===== config.mk =====
export PLATFORM = sky130hd
export DESIGN_NAME = riscv_core_dpath_pipe_muldiv_param
export DESIGN_NICKNAME = d
export VERILOG_FILES = /design/src/rtl/riscv_core_dpath_pipe_muldiv_param.sv
export SDC_FILE = /design/constraint.sdc
export NUM_CORES = 2
export LEC_CHECK = 0
export CAP_MARGIN = 20
export CORE_ASPECT_RATIO = 2
export CORE_MARGIN = 2
export CORE_UTILIZATION = 61
export CTS_CLUSTER_SIZE = 14
export DETAILED_ROUTE_END_ITERATION = 8
export PLACE_DENSITY = 0.79
export SYNTH_ARGS = -nofsm -noshare
export SYNTH_HDL_FRONTEND = slang
export SYNTH_SLANG_ARGS = --single-unit

===== constraint.sdc =====
create_clock -name clk -period 9.8 [get_ports clk]
set_input_delay 1.47 -clock clk [delete_from_list [all_inputs] [get_ports clk]]
set_output_delay 1.47 -clock clk [all_outputs]
set_load 0.1 [all_outputs]

===== src/rtl/riscv_core_dpath_pipe_muldiv_param.sv =====
// rtl/riscv_core_dpath_pipe_muldiv_param.sv - elastic parametrised mul/div pipeline
// Divider built only when RISCV_MULDIV_DIV_EN is defined; otherwise div/rem ops return err.
module riscv_core_dpath_pipe_muldiv_param #(
  parameter int W      = 32,
  parameter int STAGES = 4
) (
  input  logic                         clk,
  input  logic                         reset_n,
  input  logic [2:0]                   muldivreq_msg_fn,
  input  logic [W-1:0]                 muldivreq_msg_a,
  input  logic [W-1:0]                 muldivreq_msg_b,
  input  logic                         muldivreq_val,
  output logic                         muldivreq_rdy,
  output logic [2*W-1:0]               muldivresp_msg_result,
  output logic                         muldivresp_err,
  output logic                         muldivresp_val,
  input  logic                         muldivresp_rdy,
  input  logic                         flush,
  output logic [$clog2(STAGES+1)-1:0]  occupancy
);

  localparam int OW = $clog2(STAGES+1);
  localparam logic [2:0] FN_MUL   = 3'd0;
  localparam logic [2:0] FN_DIV   = 3'd1;
  localparam logic [2:0] FN_DIVU  = 3'd2;
  localparam logic [2:0] FN_REM   = 3'd3;
  localparam logic [2:0] FN_REMU  = 3'd4;
  localparam logic [2:0] FN_MULU  = 3'd5;
  localparam logic [2:0] FN_MULSU = 3'd6;

  logic [STAGES-1:0]             v_q, v_d, adv;
  logic [2:0]                    fn_q;
  logic [W-1:0]                  a_q, b_q;
  logic [STAGES-1:1][2*W-1:0]    res_q;
  logic [STAGES-1:1]             err_q;
  logic [2*W-1:0]                res_c, ea, eb, prod;
  logic                          err_c, accept;

  // A stage advances when any stage downstream of it is empty or the consumer takes the head.
  always_comb begin
    logic hole;
    hole = muldivresp_rdy;
    for (int i = STAGES-1; i >= 0; i--) begin
      adv[i] = hole;
      hole   = hole || !v_q[i];
    end
  end

  assign muldivreq_rdy = !flush && (!v_q[0] || adv[0]);
  assign accept        = muldivreq_val && muldivreq_rdy;

  always_comb begin
    v_d[0] = accept || (v_q[0] && !adv[0]);
    for (int i = 1; i < STAGES; i++)
      v_d[i] = (!v_q[i] || adv[i]) ? v_q[i-1] : v_q[i];
  end

  always_comb begin
    ea   = {{W{(fn_q != FN_MULU) && a_q[W-1]}}, a_q};
    eb   = {{W{(fn_q == FN_MUL) && b_q[W-1]}}, b_q};
    prod = ea * eb;
  end

`ifdef RISCV_MULDIV_DIV_EN
  logic         sgn, a_neg, b_neg;
  logic [W-1:0] ua, ub, uq, ur, q, r;
  // Signed overflow falls out of the magnitude path: |a|/1 negated is a again, remainder 0.
  always_comb begin
    sgn   = (fn_q == FN_DIV) || (fn_q == FN_REM);
    a_neg = sgn && a_q[W-1];
    b_neg = sgn && b_q[W-1];
    ua    = a_neg ? -a_q : a_q;
    ub    = b_neg ? -b_q : b_q;
    uq    = ua / ub;
    ur    = ua % ub;
    if (b_q == '0) begin
      q = '1;
      r = a_q;
    end else begin
      q = (a_neg ^ b_neg) ? -uq : uq;
      r = a_neg ? -ur : ur;
    end
  end
`endif

  always_comb begin
    res_c = '0;
    err_c = 1'b0;
    case (fn_q)
      FN_MUL, FN_MULU, FN_MULSU: res_c = prod;
      FN_DIV, FN_DIVU, FN_REM, FN_REMU: begin
`ifdef RISCV_MULDIV_DIV_EN
        res_c = {r, q};
`else
        err_c = 1'b1;
`endif
      end
      default: err_c = 1'b1;
    endcase
  end

  always_ff @(posedge clk) begin
    if (!reset_n) begin
      v_q   <= '0;
      fn_q  <= '0;
      a_q   <= '0;
      b_q   <= '0;
      res_q <= '0;
      err_q <= '0;
    end else begin
      v_q <= flush ? '0 : v_d;
      if (accept) begin
        fn_q <= muldivreq_msg_fn;
        a_q  <= muldivreq_msg_a;
        b_q  <= muldivreq_msg_b;
      end
      if ((!v_q[1] || adv[1]) && v_q[0]) begin
        res_q[1] <= res_c;
        err_q[1] <= err_c;
      end
      for (int i = 2; i < STAGES; i++) begin
        if ((!v_q[i] || adv[i]) && v_q[i-1]) begin
          res_q[i] <= res_q[i-1];
          err_q[i] <= err_q[i-1];
        end
      end
    end
  end

  assign muldivresp_msg_result = res_q[STAGES-1];
  assign muldivresp_err        = err_q[STAGES-1];
  assign muldivresp_val        = v_q[STAGES-1];

  always_comb begin
    occupancy = '0;
    for (int i = 0; i < STAGES; i++)
      occupancy = occupancy + OW'(v_q[i]);
  end

endmodule


# Word level (Yosys, flattened, before mapping)
# Cells that the tools add are included.
[classes] addsub=3 multipliers=1 n_div=0 order_cmp=0 eq_ne=3 shifts=0 mux=2 n_bitwise=1 n_reduce_logical=22
[op_table] op="$mul 33x33->64" count=1
[op_table] op="$mux 64" count=1
[op_table] op="$logic_and 1x1->1" count=8
[op_table] op="$eq 3x3->1 const B" count=2
[op_table] op="$logic_not 1->1" count=6
[op_table] op="$logic_or 1x1->1" count=5
[op_table] op="$add 2x1->3" count=1
[op_table] op="$add 3x1->3" count=1
[op_table] op="$logic_not 3->1" count=1
[op_table] op="$ne 3x3->1 const B" count=1
[op_table] op="$reduce_or 3->1" count=1
[op_table] op="$add 1x1->2" count=1
[op_table] op="$reduce_or 2->1" count=1
[op_table] op="$mux 1" count=1
[op_table] op="$not 1->1" count=1
[word_totals] ff_bits=266 latchBits=0 mem_bits_rw=0 mem_bits_ro=0 input_bits=72 output_inout_bits=70 wordCells=45 n_memories=0

# Longest topological paths before layout
[logic_depth] word_depth=8 mapped_depth=31

# Least setup slack after synthesis
# Ideal clock, no wire load.
[synth_timing] path_type="flip-flop to flip-flop" from="reg a_q[31]" to="reg res_q[56] (netlist name)" t_arrival_ns=7.806 slack_ns=1.874 stages_incl_launch_ff=28 path_buffers=3 period_less_slack_ns=7.926 path_cell_list="dfxtp_1 > clkbuf_1 > o21a_1 > buf_1 > nand2_1 > inv_1 > fa_1 > fa_1 > fa_1 > inv_1 > fa_1 > fa_1 > fa_1 > fa_1 > fa_1 > inv_1 > ha_1 > clkbuf_1 > nand2_1 > nor3_1 > a221o_1 > nand3_1 > nand2_1 > a31oi_4 > o41ai_4 > o2111ai_1 > and4_1 > a211o_1"
[synth_between] elab_chain_len=3
[synth_rtl] item="start: declaration" line="33" text="logic [W-1:0] a_q, b_q;"
[synth_rtl] item="start signal: assignment" line="114" text="a_q <= muldivreq_msg_a;"
[synth_rtl] item="$logic_and 1x1->1" line="59" text="ea = {{W{(fn_q != FN_MULU) && a_q[W-1]}}, a_q};"
[synth_rtl] item="$mul 33x33->64 *" line="61" text="prod = ea * eb;"
[synth_rtl] item="$mux 64 *" line="89" text="case (fn_q)"
[synth_rtl] item="end signal: indexed assignment" line="123" text="res_q[i] <= res_q[i-1];"
[synth_rtl] item="end: declaration" line="34" text="logic [STAGES-1:1][2*W-1:0] res_q;"
# Mark *: on every way between the ends. The rest lies on a longest branch, timed or not.
# A chain may end at the register's enable or synchronous reset.

# Worst setup path in the final report
[layout_timing] from="reg a_q[19]" to="reg res_q[56] (netlist name)"
[layout_between] elab_chain_len=2
[layout_rtl] item="$mul 33x33->64" line="61"
[layout_rtl] item="$mux 64" line="89"
# Every way passes these cells.

==> results by group <==
Setup path
  – WP data required: 10.31 ns
  – CP most frequent cell: fa_1
  – Crit-path leading delay family: adder cells
  – Critical Path Fanout Max: 16
  – Slowest stage delay, CP: 1.07 ns
  – Worst EP arrival: 9.31 ns
  – CP max-delay cell: dfxtp_1
  – Cell breakdown of the critical path: buf_4 -> nand2_1 -> fa_1 -> inv_1 -> fa_1 -> inv_1 -> fa_1 -> fa_1 -> fa_1 -> fa_1 -> fa_1 -> fa_1 -> inv_1 -> ha_1 -> nand2_1 -> nor3_1 -> a221o_1 -> nand3_1 -> nand2_1 -> a31oi_4 -> o41ai_4 -> o2111ai_1 -> and4_1 -> a211o_1
  – Critical Path End Type: flop
  – Crit Path Class: reg -> reg
  – R2R setup slack: 1.0 ns
  – R2R Path Start: a_q[19]$_SDFFE_PN0P_
  – Buf+Inv Stages, Crit Path: 4
  – CP startpoint: a_q[19]$_SDFFE_PN0P_
  – CP Launch Type: flop

Drt
  – Drt total wl: 147.3 mm
  – ANT nets after route: 0
  – TritonRoute pass-1 iters: 9
  – WL/cell: 23.29 microns
  – Vias per cell: 5.753
  – DR vias: 36380
  – Drt drc: 0
  – DRT iter0 DRCs: 2332

Floorplan
  – Die W: 202.3 microns
  – Die height: 400.5 microns
  – Die Footprint: 81010 sq um
  – Total core area: 78010 sq um
  – Num rows: 145
  – Initial Utilization: 0.6147
  – Top-level I/O count: 142

Logic synthesis
  – Number of enable-type register cells in the synthesized netlist: 0
  – Mux share of post-synthesis cell area: 0.0004175
  – Post-synthesis cell area: 47950 sq um
  – Syn_nets: 6796
  – Synth Area in Simple Gates: 0.1552
  – Register area share after synthesis: 0.1110
  – Synth Area in Compound Gates: 0.06862
  – Asr flop ratio synth: 0
  – Post-synth top flop: dfxtp_1
  – Flop and latch count out of synthesis: 266
  – Adder-cell area share of the yosys netlist: 0.5259
  – Netlist cell types: 64
  – Largest family of logic cells by synthesized area: adder cells
  – Post-Synth XOR/XNOR Area: 0.01333
  – Avg Inst Size Synth: 8.907 sq um
  – Yosys warnings: 0
  – Syn Inst Count: 5384

Clock tree
  – CTS sink count: 266
  – CTS H-tree lvls: 1
  – Clock Latency Late Sink: 0.62 ns
  – Hold Buf Count CTS: 0
  – Clock slew at reported path FFs: 0.07 ns
  – Clk root buf: clkbuf_16
  – CTS tree: done
  – Clk buf depth: 3
  – Num CTS Buffers: 27
  – # resized after CTS: 0
  – Post-CTS Setup Repair Bufs: 0

STA
  – Final setup fails: 0
  – Tmin final: 8.801 ns
  – Final Hold Viols: 0
  – Worst Skew: 0.02588 ns
  – RSZ-0062 raised after global routing: false
  – Worst slew margin: 0.2136
  – Total negative slack: 0 ns
  – Final setup margin: 0.9992 ns
  – Final-report max-slew violation count: 0
  – Fmax achieved: 0.1136 GHz
  – Final period util: 0.8980
  – Worst Max-Slew Pin Slew: 1.180 ns

Pwr
  – Pwr Density: 70.92 nW/um^2
  – VDD IR max: 125.5 uV
  – Leak: 0.02240 uW

Placement
  – Number of port buffers: 141
  – RePlAce Congestion: 0.9832
  – Setup WS pre-CTS: 1.268 ns
  – Post-DP HPWL: 117.0 mm
  – Area after DPL: 49870 sq um

Global route
  – Grt ovf: 0
  – Overall routing resource usage: 0.3839
  – Vias in the first global route: 40940
  – Global-route wire length before repair: 229.6 mm
  – Met3 Use GR: 0.07110
  – Initial antenna violation count: 4
  – GRT busiest layer: met2
  – M2 GR Usage: 0.6808
  – Largest net degree at the start of global routing: 108
  – Met1 usage: 0.3416

Final layout
  – Layout cell share with drive strength beyond 1: 0.03589
  – Register Area: 5335 sq um
  – Fin nets: 6688
  – Multi-input gate area: 36670 sq um
  – Layout area overhead: 5.946%
  – Final Instance Area: 50810 sq um
  – # fillers: 6415

Min path
  – Worst hold path type: reg -> reg
  – Hold_sp: res_q[52]$_SDFFE_PN0P_

Flow run
  – Max_cap viols: 0

Outcome
  – Run status: complete, no violations
[cell usage in the layout, fill, tap and decap left out, types with 50 or more instances in the layout]
cell                n
and2_1            306
a21boi_0          199
ha_1              214
inv_1            1150
buf_4             105
dfxtp_1           258
a21oi_1            62
clkdlybuf4s50_1   140
fa_1             1126
nor2_1             69
xnor2_1            50
nand2_1          1204
[final cells by class]
class	count	share of cell area
Tap cell	1029	0.02534
Antenna cell	1	0.00004925
Multi-Input combinational cell	3581	0.7218
Clock buffer	37	0.01502
Inverter	1150	0.08496
Sequential cell	266	0.1050
Timing Repair Buffer	250	0.04504
Clock inverter	10	0.002758
[Yosys cell counts, types with 33 or more instances]
library cell / instances / share of area
xnor2_1: 50 / 0.0091
buf_4: 64 / 0.010
a21oi_1: 63 / 0.0066
ha_1: 214 / 0.056
a21boi_0: 199 / 0.031
fa_1: 1126 / 0.47
clkbuf_1: 308 / 0.024
inv_1: 1150 / 0.090
dfxtp_1: 266 / 0.11
o21ai_0: 50 / 0.0052
nor2b_1: 43 / 0.0056
and2_1: 307 / 0.040
nand2_1: 1206 / 0.094
nor2_1: 69 / 0.0054
a22oi_1: 33 / 0.0052
[cells by family after synthesis]
logic type	Yosys count
AND/OR/NAND/NOR	1701
XOR/XNOR	73
buffers and inverters	1537
adder cells (fa/ha/maj)	1340
flip-flops	266
multiplexers	2
AO/OA/AOI/OAI	465
[worst min-delay path, stage by stage, from the launching register on]
cell	delay [ns]
dfxtp_1	0.33
nand2_1	0.05
o21ai_0	0.05
[metrics by stage]
step	std cells	utilization	hold WS [ns]	total power, uW
2_1_floorplan	5384	-	0.4249	1989
3_3_place_gp	6275	0.6393	0.4365	2448
3_5_place_dp	6275	0.6393	0.4467	2479
4_1_cts	6322	0.6509	0.4523	3577
5_1_grt	6324	0.6512	0.4769	3770
6_report	6324	0.6512	0.4555	3603
[where the power goes]
part / internal, uW / switching [uW]
Sequential: 1100 / 79.1
Clock: 604 / 500
Combinational: 482 / 832
[worst paths after layout]
path	to	cells after the start
worst max-delay path	res_q[56]$_SDFFE_PN0P_	24
worst min-delay path	res_q[52]$_SDFFE_PN0P_	2
worst max register to register	res_q[56]$_SDFFE_PN0P_	24
worst min register to register	res_q[52]$_SDFFE_PN0P_	2
[per-layer routing]
layer,up-vias,part of all wire
met2,1752,0.51
met1,18320,0.28
li1,15350,-
met3,955,0.062
met5,-,0.00020
met4,4,0.15
[registers in the layout, summed over array words and instances (netlist names)]
signal	count
a_q	32
b_q	32
err_q	3
fn_q	3
muldivresp_msg_result	64
res_q	128
v_q	4
No activity file was read; power rests on OpenSTA's default activity.
